File: src/rtl/sd_cmd_pkg.sv
// Shared definitions for the SD host command path (serializer and deserializer).
// Holds response frame lengths, the default N_CR timeout, the CRC7 polynomial
// and the receive FSM state encoding.
package sd_cmd_pkg;

  localparam int unsigned R2_LEN         = 136;
  localparam int unsigned SHORT_RESP_LEN = 48;
  localparam int unsigned DEF_TIMEOUT    = 64;

  // x^7 + x^3 + 1
  localparam logic [6:0] CRC7_POLY = 7'h09;

  typedef enum logic [1:0] {
    StIdle,
    StWait,
    StRecv,
    StDone
  } cmd_rx_state_e;

endpackage

File: src/rtl/cmd_deserializer_if.sv
// Bundle between the command controller (master) and the response deserializer
// (slave).
//   enable/long_resp/crc_chk : arm control and response type
//   in                       : serial CMD line (idles high)
//   out                      : received frame, right-aligned
//   valid/crc_err/frame_err  : completion pulse and its status flags
//   timeout/busy             : no-response pulse and receiver activity
interface cmd_deserializer_if
  import sd_cmd_pkg::*;
#(
  parameter int unsigned LONG_LEN = R2_LEN
);
  logic                enable;
  logic                long_resp;
  logic                crc_chk;
  logic                in;
  logic [LONG_LEN-1:0] out;
  logic                valid;
  logic                crc_err;
  logic                frame_err;
  logic                timeout;
  logic                busy;

  modport master (
    output enable, long_resp, crc_chk, in,
    input  out, valid, crc_err, frame_err, timeout, busy
  );

  modport slave (
    input  enable, long_resp, crc_chk, in,
    output out, valid, crc_err, frame_err, timeout, busy
  );
endinterface

File: src/rtl/crc7.sv
// Serial bit-in CRC7 generator/checker, MSB first, register initialised to 0.
// Ports: clk, reset (sync active-low), clear (zero the register), en (absorb din),
//        din (serial data bit), crc (current remainder).
module crc7
  import sd_cmd_pkg::*;
#(
  parameter logic [6:0] POLY = CRC7_POLY
) (
  input  logic       clk,
  input  logic       reset,
  input  logic       clear,
  input  logic       en,
  input  logic       din,
  output logic [6:0] crc
);

  logic [6:0] crc_q, crc_d;
  logic       fb;

  always_comb begin
    fb    = din ^ crc_q[6];
    crc_d = crc_q;
    if (clear) begin
      crc_d = '0;
    end else if (en) begin
      crc_d = {crc_q[5:0], 1'b0} ^ (fb ? POLY : 7'h00);
    end
  end

  always_ff @(posedge clk) begin
    if (!reset) crc_q <= '0;
    else        crc_q <= crc_d;
  end

  assign crc = crc_q;

endmodule

File: src/rtl/cmd_deserializer.sv
// SD CMD-line response receiver. Waits for the start bit, shifts in a 48-bit or
// 136-bit (R2) response MSB-first and reports framing, CRC7 and timeout status.
// Ports: clk, reset (sync active-low), bus (cmd_deserializer_if.slave).
// Build option: define CMD_DESER_CRC_EN to instantiate the CRC7 checker; without
// it crc_err is tied 0 and crc_chk is ignored.
module cmd_deserializer
  import sd_cmd_pkg::*;
#(
  parameter int unsigned LONG_LEN  = R2_LEN,
  parameter int unsigned SHORT_LEN = SHORT_RESP_LEN,
  parameter int unsigned TIMEOUT   = DEF_TIMEOUT
) (
  input logic                    clk,
  input logic                    reset,
  cmd_deserializer_if.slave      bus
);

  localparam int unsigned CntW = $clog2(LONG_LEN + 1);
  localparam int unsigned TW   = $clog2(TIMEOUT + 1);

  cmd_rx_state_e       state_q, state_d;
  logic [LONG_LEN-1:0] out_q, out_d;
  logic [CntW-1:0]     bit_cnt_q, bit_cnt_d;
  logic [TW-1:0]       idle_cnt_q, idle_cnt_d;
  logic                long_q, long_d;
  logic                chk_q, chk_d;
  logic                valid_q, valid_d;
  logic                timeout_q, timeout_d;
  logic                busy_q, busy_d;
  logic                frame_err_q, frame_err_d;
  logic                crc_err_q, crc_err_d;

  logic [CntW-1:0]     frame_len;
  logic [CntW-1:0]     cov_lo;
  logic                crc_clr;
  logic                crc_en;
  logic [6:0]          crc_val;

`ifdef CMD_DESER_CRC_EN
  crc7 #(
    .POLY (CRC7_POLY)
  ) u_crc7 (
    .clk   (clk),
    .reset (reset),
    .clear (crc_clr),
    .en    (crc_en),
    .din   (bus.in),
    .crc   (crc_val)
  );
`else
  assign crc_val = '0;
  logic unused_crc;
  assign unused_crc = ^{crc_clr, crc_en, chk_q, crc_val};
`endif

  always_comb begin
    state_d     = state_q;
    out_d       = out_q;
    bit_cnt_d   = bit_cnt_q;
    idle_cnt_d  = idle_cnt_q;
    long_d      = long_q;
    chk_d       = chk_q;
    valid_d     = 1'b0;
    timeout_d   = 1'b0;
    frame_err_d = frame_err_q;
    crc_err_d   = crc_err_q;
    crc_clr     = 1'b0;
    crc_en      = 1'b0;

    frame_len = long_q ? CntW'(LONG_LEN) : CntW'(SHORT_LEN);
    // R2 excludes its 8-bit header from CRC coverage; short frames cover from the start bit.
    cov_lo    = long_q ? CntW'(8) : '0;

    unique case (state_q)
      StIdle: begin
        if (bus.enable) begin
          state_d    = StWait;
          long_d     = bus.long_resp;
          chk_d      = bus.crc_chk;
          out_d      = '0;
          bit_cnt_d  = '0;
          idle_cnt_d = '0;
          crc_clr    = 1'b1;
        end
      end
      StWait: begin
        if (!bus.enable) begin
          state_d = StIdle;
        end else if (!bus.in) begin
          state_d   = StRecv;
          out_d     = {out_q[LONG_LEN-2:0], bus.in};
          bit_cnt_d = CntW'(1);
          crc_en    = (cov_lo == '0);
        end else if (idle_cnt_q == TW'(TIMEOUT - 1)) begin
          state_d   = StIdle;
          timeout_d = 1'b1;
        end else begin
          idle_cnt_d = idle_cnt_q + TW'(1);
        end
      end
      StRecv: begin
        if (!bus.enable) begin
          state_d = StIdle;
        end else begin
          out_d     = {out_q[LONG_LEN-2:0], bus.in};
          bit_cnt_d = bit_cnt_q + CntW'(1);
          // bit_cnt_q is the index of the bit being taken, counted from the start bit.
          crc_en    = (bit_cnt_q >= cov_lo) && (bit_cnt_q < frame_len - CntW'(8));
          if (bit_cnt_q == frame_len - CntW'(1)) state_d = StDone;
        end
      end
      StDone: begin
        valid_d     = 1'b1;
        frame_err_d = out_q[frame_len - CntW'(2)] | ~out_q[0];
`ifdef CMD_DESER_CRC_EN
        crc_err_d   = chk_q && (crc_val != out_q[7:1]);
`else
        crc_err_d   = 1'b0;
`endif
        state_d     = StIdle;
      end
      default: state_d = StIdle;
    endcase

    busy_d = (state_d == StWait) || (state_d == StRecv);
  end

  always_ff @(posedge clk) begin
    if (!reset) begin
      state_q     <= StIdle;
      out_q       <= '0;
      bit_cnt_q   <= '0;
      idle_cnt_q  <= '0;
      long_q      <= 1'b0;
      chk_q       <= 1'b0;
      valid_q     <= 1'b0;
      timeout_q   <= 1'b0;
      busy_q      <= 1'b0;
      frame_err_q <= 1'b0;
      crc_err_q   <= 1'b0;
    end else begin
      state_q     <= state_d;
      out_q       <= out_d;
      bit_cnt_q   <= bit_cnt_d;
      idle_cnt_q  <= idle_cnt_d;
      long_q      <= long_d;
      chk_q       <= chk_d;
      valid_q     <= valid_d;
      timeout_q   <= timeout_d;
      busy_q      <= busy_d;
      frame_err_q <= frame_err_d;
      crc_err_q   <= crc_err_d;
    end
  end

  assign bus.out       = out_q;
  assign bus.valid     = valid_q;
  assign bus.timeout   = timeout_q;
  assign bus.busy      = busy_q;
  assign bus.frame_err = frame_err_q;
  assign bus.crc_err   = crc_err_q;

endmodule

File: src/flat_wrapper.sv
// flat-port wrapper written by rule: the top's interface ports become plain ports
module cmd_deserializer_flat import sd_cmd_pkg::*;
#(
  parameter int unsigned LONG_LEN  = R2_LEN,
  parameter int unsigned SHORT_LEN = SHORT_RESP_LEN,
  parameter int unsigned TIMEOUT   = DEF_TIMEOUT
)
  (clk, reset, bus_enable, bus_long_resp, bus_crc_chk, bus_in, bus_out, bus_valid, bus_crc_err, bus_frame_err, bus_timeout, bus_busy);
  cmd_deserializer_if #(.LONG_LEN(LONG_LEN)) bus_i ();
  input logic clk;
  input logic reset;
  input wire logic [$bits(bus_i.enable)-1:0] bus_enable;
  input wire logic [$bits(bus_i.long_resp)-1:0] bus_long_resp;
  input wire logic [$bits(bus_i.crc_chk)-1:0] bus_crc_chk;
  input wire logic [$bits(bus_i.in)-1:0] bus_in;
  output wire logic [$bits(bus_i.out)-1:0] bus_out;
  output wire logic [$bits(bus_i.valid)-1:0] bus_valid;
  output wire logic [$bits(bus_i.crc_err)-1:0] bus_crc_err;
  output wire logic [$bits(bus_i.frame_err)-1:0] bus_frame_err;
  output wire logic [$bits(bus_i.timeout)-1:0] bus_timeout;
  output wire logic [$bits(bus_i.busy)-1:0] bus_busy;
  assign bus_i.enable = bus_enable;
  assign bus_i.long_resp = bus_long_resp;
  assign bus_i.crc_chk = bus_crc_chk;
  assign bus_i.in = bus_in;
  assign bus_out = bus_i.out;
  assign bus_valid = bus_i.valid;
  assign bus_crc_err = bus_i.crc_err;
  assign bus_frame_err = bus_i.frame_err;
  assign bus_timeout = bus_i.timeout;
  assign bus_busy = bus_i.busy;
  cmd_deserializer #(.LONG_LEN(LONG_LEN), .SHORT_LEN(SHORT_LEN), .TIMEOUT(TIMEOUT)) u_core (.clk(clk), .reset(reset), .bus(bus_i));
endmodule
File: config.mk
export PLATFORM = sky130hd
export DESIGN_NAME = cmd_deserializer_flat
export DESIGN_NICKNAME = d
export VERILOG_FILES = /design/src/rtl/sd_cmd_pkg.sv /design/src/rtl/cmd_deserializer_if.sv /design/src/rtl/crc7.sv /design/src/rtl/cmd_deserializer.sv /design/src/flat_wrapper.sv
export SDC_FILE = /design/constraint.sdc
export NUM_CORES = 1
export LEC_CHECK = 0
export ABC_AREA = 1
export CORE_MARGIN = 5
export CORE_UTILIZATION = 30
export CTS_CLUSTER_DIAMETER = 80
export DETAILED_ROUTE_END_ITERATION = 8
export GPL_TIMING_DRIVEN = 0
export PLACE_DENSITY = 0.52
export SLEW_MARGIN = 15
export SYNTH_ARGS = -nofsm -noshare
export SYNTH_HDL_FRONTEND = slang
export SYNTH_HIERARCHICAL = 1
export SYNTH_SLANG_ARGS = --single-unit
File: constraint.sdc
create_clock -name clk -period 2.2 [get_ports clk]
set_input_delay 0.55 -clock clk [delete_from_list [all_inputs] [get_ports clk]]
set_output_delay 0.55 -clock clk [all_outputs]
set_load 0.02 [all_outputs]
# Yosys cells after proc, flatten, opt, wreduce, memory -nomap -nowiden
# Cells that the tools add are included.
# totals
ff_bits	158
latch_bits	0
ramBits	0
romBits	0
in_bits	6
word_cells	64
mem_count	0
# op_classes
n_addsub	4
n_mul	0
div_mod_pow	0
magnitude_cmp	1
n_eq_ne	13
n_shift	0
n_mux	27
n_bitwise	2
n_reduce_logical	8
# op_table
operator	count
$mux W136	4
$pmux W136 S3	1
$mux W8	5
$mux W7	4
$pmux W8 S3	1
$pmux W7 S2	1
$mux W2	6
$ne A2 B2 Y1 const B	6
$reduce_and A5 Y1	2
$lt A8 B9 Y1 const B	1
$add A8 B1 Y8 const B	1
$bmux W1 S8	1
$eq A8 B8 Y1	1
$pmux W2 S4	1
$sub A8 B1 Y8 const B	1
$sub A8 B2 Y8 const B	1
$add A7 B1 Y7 const B	1
$eq A7 B6 Y1 const B	1
$eq A2 B2 Y1 const B	3
$eq A2 B1 Y1 const B	2
$reduce_and A4 Y1	1
$mux W1	3
$reduce_bool A3 Y1	1
$logic_not A2 Y1	1
5 further kinds	5

# Depth between registers and ports, before layout
# logic_depth
depth_word	8
ltp_mapped	12
ltp_nobuf	12

# Worst setup path after synthesis
# No wires, ideal clock.
# synth_path
path_kind	flip-flop to flip-flop
startpoint	register u_core.state_q[1]
endpoint	register u_core.out_q[100] (netlist: u_core/bus.out[100])
setup_ns	0.116
arrival_ns	1.722
t_required_ns	2.084
path_slack_ns	0.362
stages_incl_launch_ff	10
synth_period_minus_slack_ns	1.838
cell_sequence	dfxtp_1 inv_1 ha_1 or2_1 o21ai_2 nand2_2 buf_2 clkbuf_1 a21oi_1 nor2_1
# synth_via
elab_chain_cells	3
# synth_lines
element	line	rtl
from (decl)	cmd_deserializer.sv:21	cmd_rx_state_e state_q, state_d;
from (signal assigned)	cmd_deserializer.sv:130	state_q <= StIdle;
from (signal assigned)	cmd_deserializer.sv:142	state_q <= state_d;
$eq A2 B1 Y1 (tied with other cells)	cmd_deserializer.sv:74	unique case (state_q)
$ne A2 B2 Y1 (no line) / $reduce_bool A3 Y1 (equally long branches)	n/a	
$reduce_and A5 Y1 (no line)	n/a	
to (signal assigned)	cmd_deserializer.sv:143	out_q <= out_d;
to (decl)	cmd_deserializer.sv:22	logic [LONG_LEN-1:0] out_q, out_d;
# Several ways; a longest one is shown, not always the timed one.
# A chain may end at the register's enable or synchronous reset.

# Final worst setup path
# layout_path
startpoint	register u_core.out_q[134] (netlist: u_core/bus.out[134])
endpoint	output port bus_out[134]
# layout_rtl
element	line	rtl
to (decl)	flat_wrapper.sv:16	output wire logic [$bits(bus_i.out)-1:0] bus_out;
# No word-level cell between the ends.

==> summary.md <==
| Metric | Value |
|---|---|
| Post-synth top area share | `0.521` |
| Post-synthesis xor/xnor area fraction | `0.00289` |
| CTS buffer count | `17` |
| Max Slew Vio Count | `0` |
| Total wire length | `19100 microns` |
| Clk root buf | `clkbuf_16` |
| CP arrival | `1560 ps` |
| Sink Count | `158` |
| IO Port Bufs | `143` |
| Util after Layout | `0.425` |
| Initial antenna violation count | `0` |
| Clk slew on worst S/H paths | `60 ps` |
| Seq/Total Area, Yosys | `0.521` |
| Post-synthesis simple-gate area fraction | `0.206` |
| Main combinational cell family by area after synthesis | `simple AND/OR/NAND/NOR gates` |
| Placed cell areas | `7840 sq um` |
| TNS Setup | `0 ps` |
| Worst path required time | `1650 ps` |
| Worst hold path class | `reg -> reg` |
| Syn nets | `795` |
| Number of synthesized flops with an enable pin | `0` |
| Minimum clock period | `2110 ps` |
| Final antenna-violating net count | `0` |
| Gr usage total | `0.161` |
| Distinct cells, synth | `28` |
| Least-Margin Pin Slew | `712 ps` |
| Asr flop ratio synth | `0` |
| Predominant post-synthesis flop cell | `dfxtp_1` |
| DRC viols | `0` |
| Core ar. | `20000 sq um` |
| Vias in the first global route | `5386` |
| Chip height | `152 microns` |
| Ant diodes | `0` |
| Placer Congestion | `0.825` |
| Fin. Hold Viols | `0` |
| CP endpoint kind | `output pin` |
| # fillers | `2113` |
| CP max stage delay | `660 ps` |
| Horiz. Die Dim | `152 microns` |
| Max VDD drop | `0.540 mV` |
| Largest net degree at the start of global routing | `17` |
| DR pass1 iterations | `5` |
| Mapped cell area | `6070 sq um` |
| Outcome | `finished, final reports clean` |
| Wirelength per Cell | `15.5 microns` |
| WS Path Type | `reg -> out` |
| RSZ-0062 raised after global routing | `no` |
| Later-pin clock latency in the skew report | `410 ps` |
| Worst Setup Start Kind | `flip-flop` |
| Most frequent cell after synthesis | `dfxtp_1` |
| Rows | `52` |
| Synth area leaders | `dfxtp_1 52%, a21oi_1 12%, nand2_1 7.4%` |
| Post-DP HPWL | `13400 microns` |
| Post-CTS Hold Buffers | `0` |
| Multiplexer share of the synthesized area | `0` |
| Synth warn | `6` |
| # IOs | `147` |
| Top cells by count, synth | `158 x dfxtp_1, 148 x a21oi_1, 120 x nand2_1, 85 x nor2_1, 79 x nand3_1` |
| Yosys reg bits | `158` |
| CTS H-tree depth | `4` |
| Synthesized area per cell | `7.77 sq um` |
| P per Cell Area | `864 nW/um^2` |
| Setup violations, final | `0` |
| Longest Clk Path Bufs | `2` |
| Synth area leader | `dfxtp_1` |
| FMAX | `475 MHz` |
| Leakage | `0.00305 uW` |
| Die area | `23200 sq um` |
| Buf/Inv on CP | `1` |
| Synth Area in Compound Gates | `0.190` |
| Share of cells above drive strength 1 | `0.0742` |
| Gate Count Post-Synth | `781` |
| Number of max-cap violations | `0` |
| CP cell instances | `clkdlybuf4s50_1` |
| Post-Synth Adder-Cell Area | `0.0165` |
| CTS tree | `done` |
| Critical Path Fanout Max | `4` |
| Initial core utilization | `0.303` |
| Relative max-transition margin | `0.526` |
| Final-stage net count | `958` |
| Period utilisation layout | `0.957` |
| Number of vias per cell | `4.76` |
| Layout area overhead | `40.2%` |
| Clock Skews | `7.84 ps` |
| DRT iter0 DRCs | `344` |
| CP delay by family, top | `buffers and inverters` |
| GR Overflow Total | `0` |
| Via count | `5840` |
| Final instance area | `8510 sq um` |
| Slowest-stage cell, CP | `clkdlybuf4s50_1` |
| First-pass GRT wire length | `30600 microns` |
cell type report:
cell class	instances	area, sq um	area share
Timing Repair Buffer	144	1440	0.169
Buffer	61	309	0.0363
Tap cell	270	338	0.0397
Clock buffer	19	433	0.0509
Clock inverter	13	188	0.0221
Multi-Input combinational cell	538	2540	0.298
Sequential cell	158	3170	0.372
Inverter	24	97.6	0.0115
placed cells by master (no fill, tap or decap), types with 2 or more instances in the layout:
master / count
nand3_1: 79
a21oi_1: 148
buf_1: 7
buf_2: 13
nor2_1: 85
clkdlybuf4s50_1: 143
ha_1: 6
nand2_1: 120
ha_2: 2
dfxtp_1: 157
clkinv_4: 3
clkbuf_4: 2
o21ai_0: 75
clkbuf_1: 24
bufinv_16: 4
clkinv_2: 2
buf_6: 2
inv_6: 2
buf_4: 10
nand4_1: 3
inv_1: 21
clkbuf_2: 6
nor3_1: 6
xnor2_1: 2
clkinvlp_4: 3
clkbuf_16: 17
or2_1: 2
registers in the layout, summed over array words and instances, names as in the netlist:
register and cells:
u_core/bus.out 136, u_core/bit_cnt_q 8, u_core/idle_cnt_q 7, u_core/state_q 2, u_core/bus.busy 1, u_core/bus.frame_err 1
u_core/bus.timeout 1, u_core/bus.valid 1, u_core/long_q 1
per-stage QoR:
stage	hold slack, ps	setup WS (ps)	total power (uW)	std cells
global route	497	3.98	7670	1227
CTS	467	-3.04	7420	1226
detailed placement	455	-293	4270	1194
floorplan	434	362	3800	781
global placement	450	-307	4270	1194
finish	472	94.3	7350	1227
layer usage:
layer	vias to the layer above	GRT usage	part of all wire
met5	-	0	0
met1	2757	0.216	0.47
met4	0	0.0407	0.011
li1	2945	-	-
met2	126	0.260	0.47
met3	12	0.0403	0.047
report_power, final:
group	switching (uW)	internal [uW]	total, uW
clock	1220	1910	3130
combinational	715	409	1120
sequential	105	2990	3100
total	2040	5310	7350
path summary, 6_finish.rpt:
check                              startpoint  slack, ps                          endpoint  cells past startpoint
min          u_core/bit_cnt_q[2]$_SDFFE_PN0P_        470  u_core/bit_cnt_q[2]$_SDFFE_PN0P_                      2
max          u_core/bus.out[134]$_SDFFE_PN0P_         90                      bus_out[134]                      1
max reg2reg      u_core/state_q[1]$_SDFF_PN0_        140  u_core/bus.out[119]$_SDFFE_PN0P_                      9
min reg2reg  u_core/bit_cnt_q[2]$_SDFFE_PN0P_        470  u_core/bit_cnt_q[2]$_SDFFE_PN0P_                      2
what timing repair did:
action / 4_1_cts / 5_1_grt
setup buffers: 0 / 1
cloned: 0 / 0
endpoints found under the setup margin: 143 / 142
gates resized for setup: 9 / 19
logic make-up after synthesis:
logic type	after synthesis
fa+ha+maj	8
flops	158
xor+xnor	2
simple gates	299
other cells	1
compound gates	228
buf+inv	85
No activity file was read; power rests on OpenSTA's default activity.
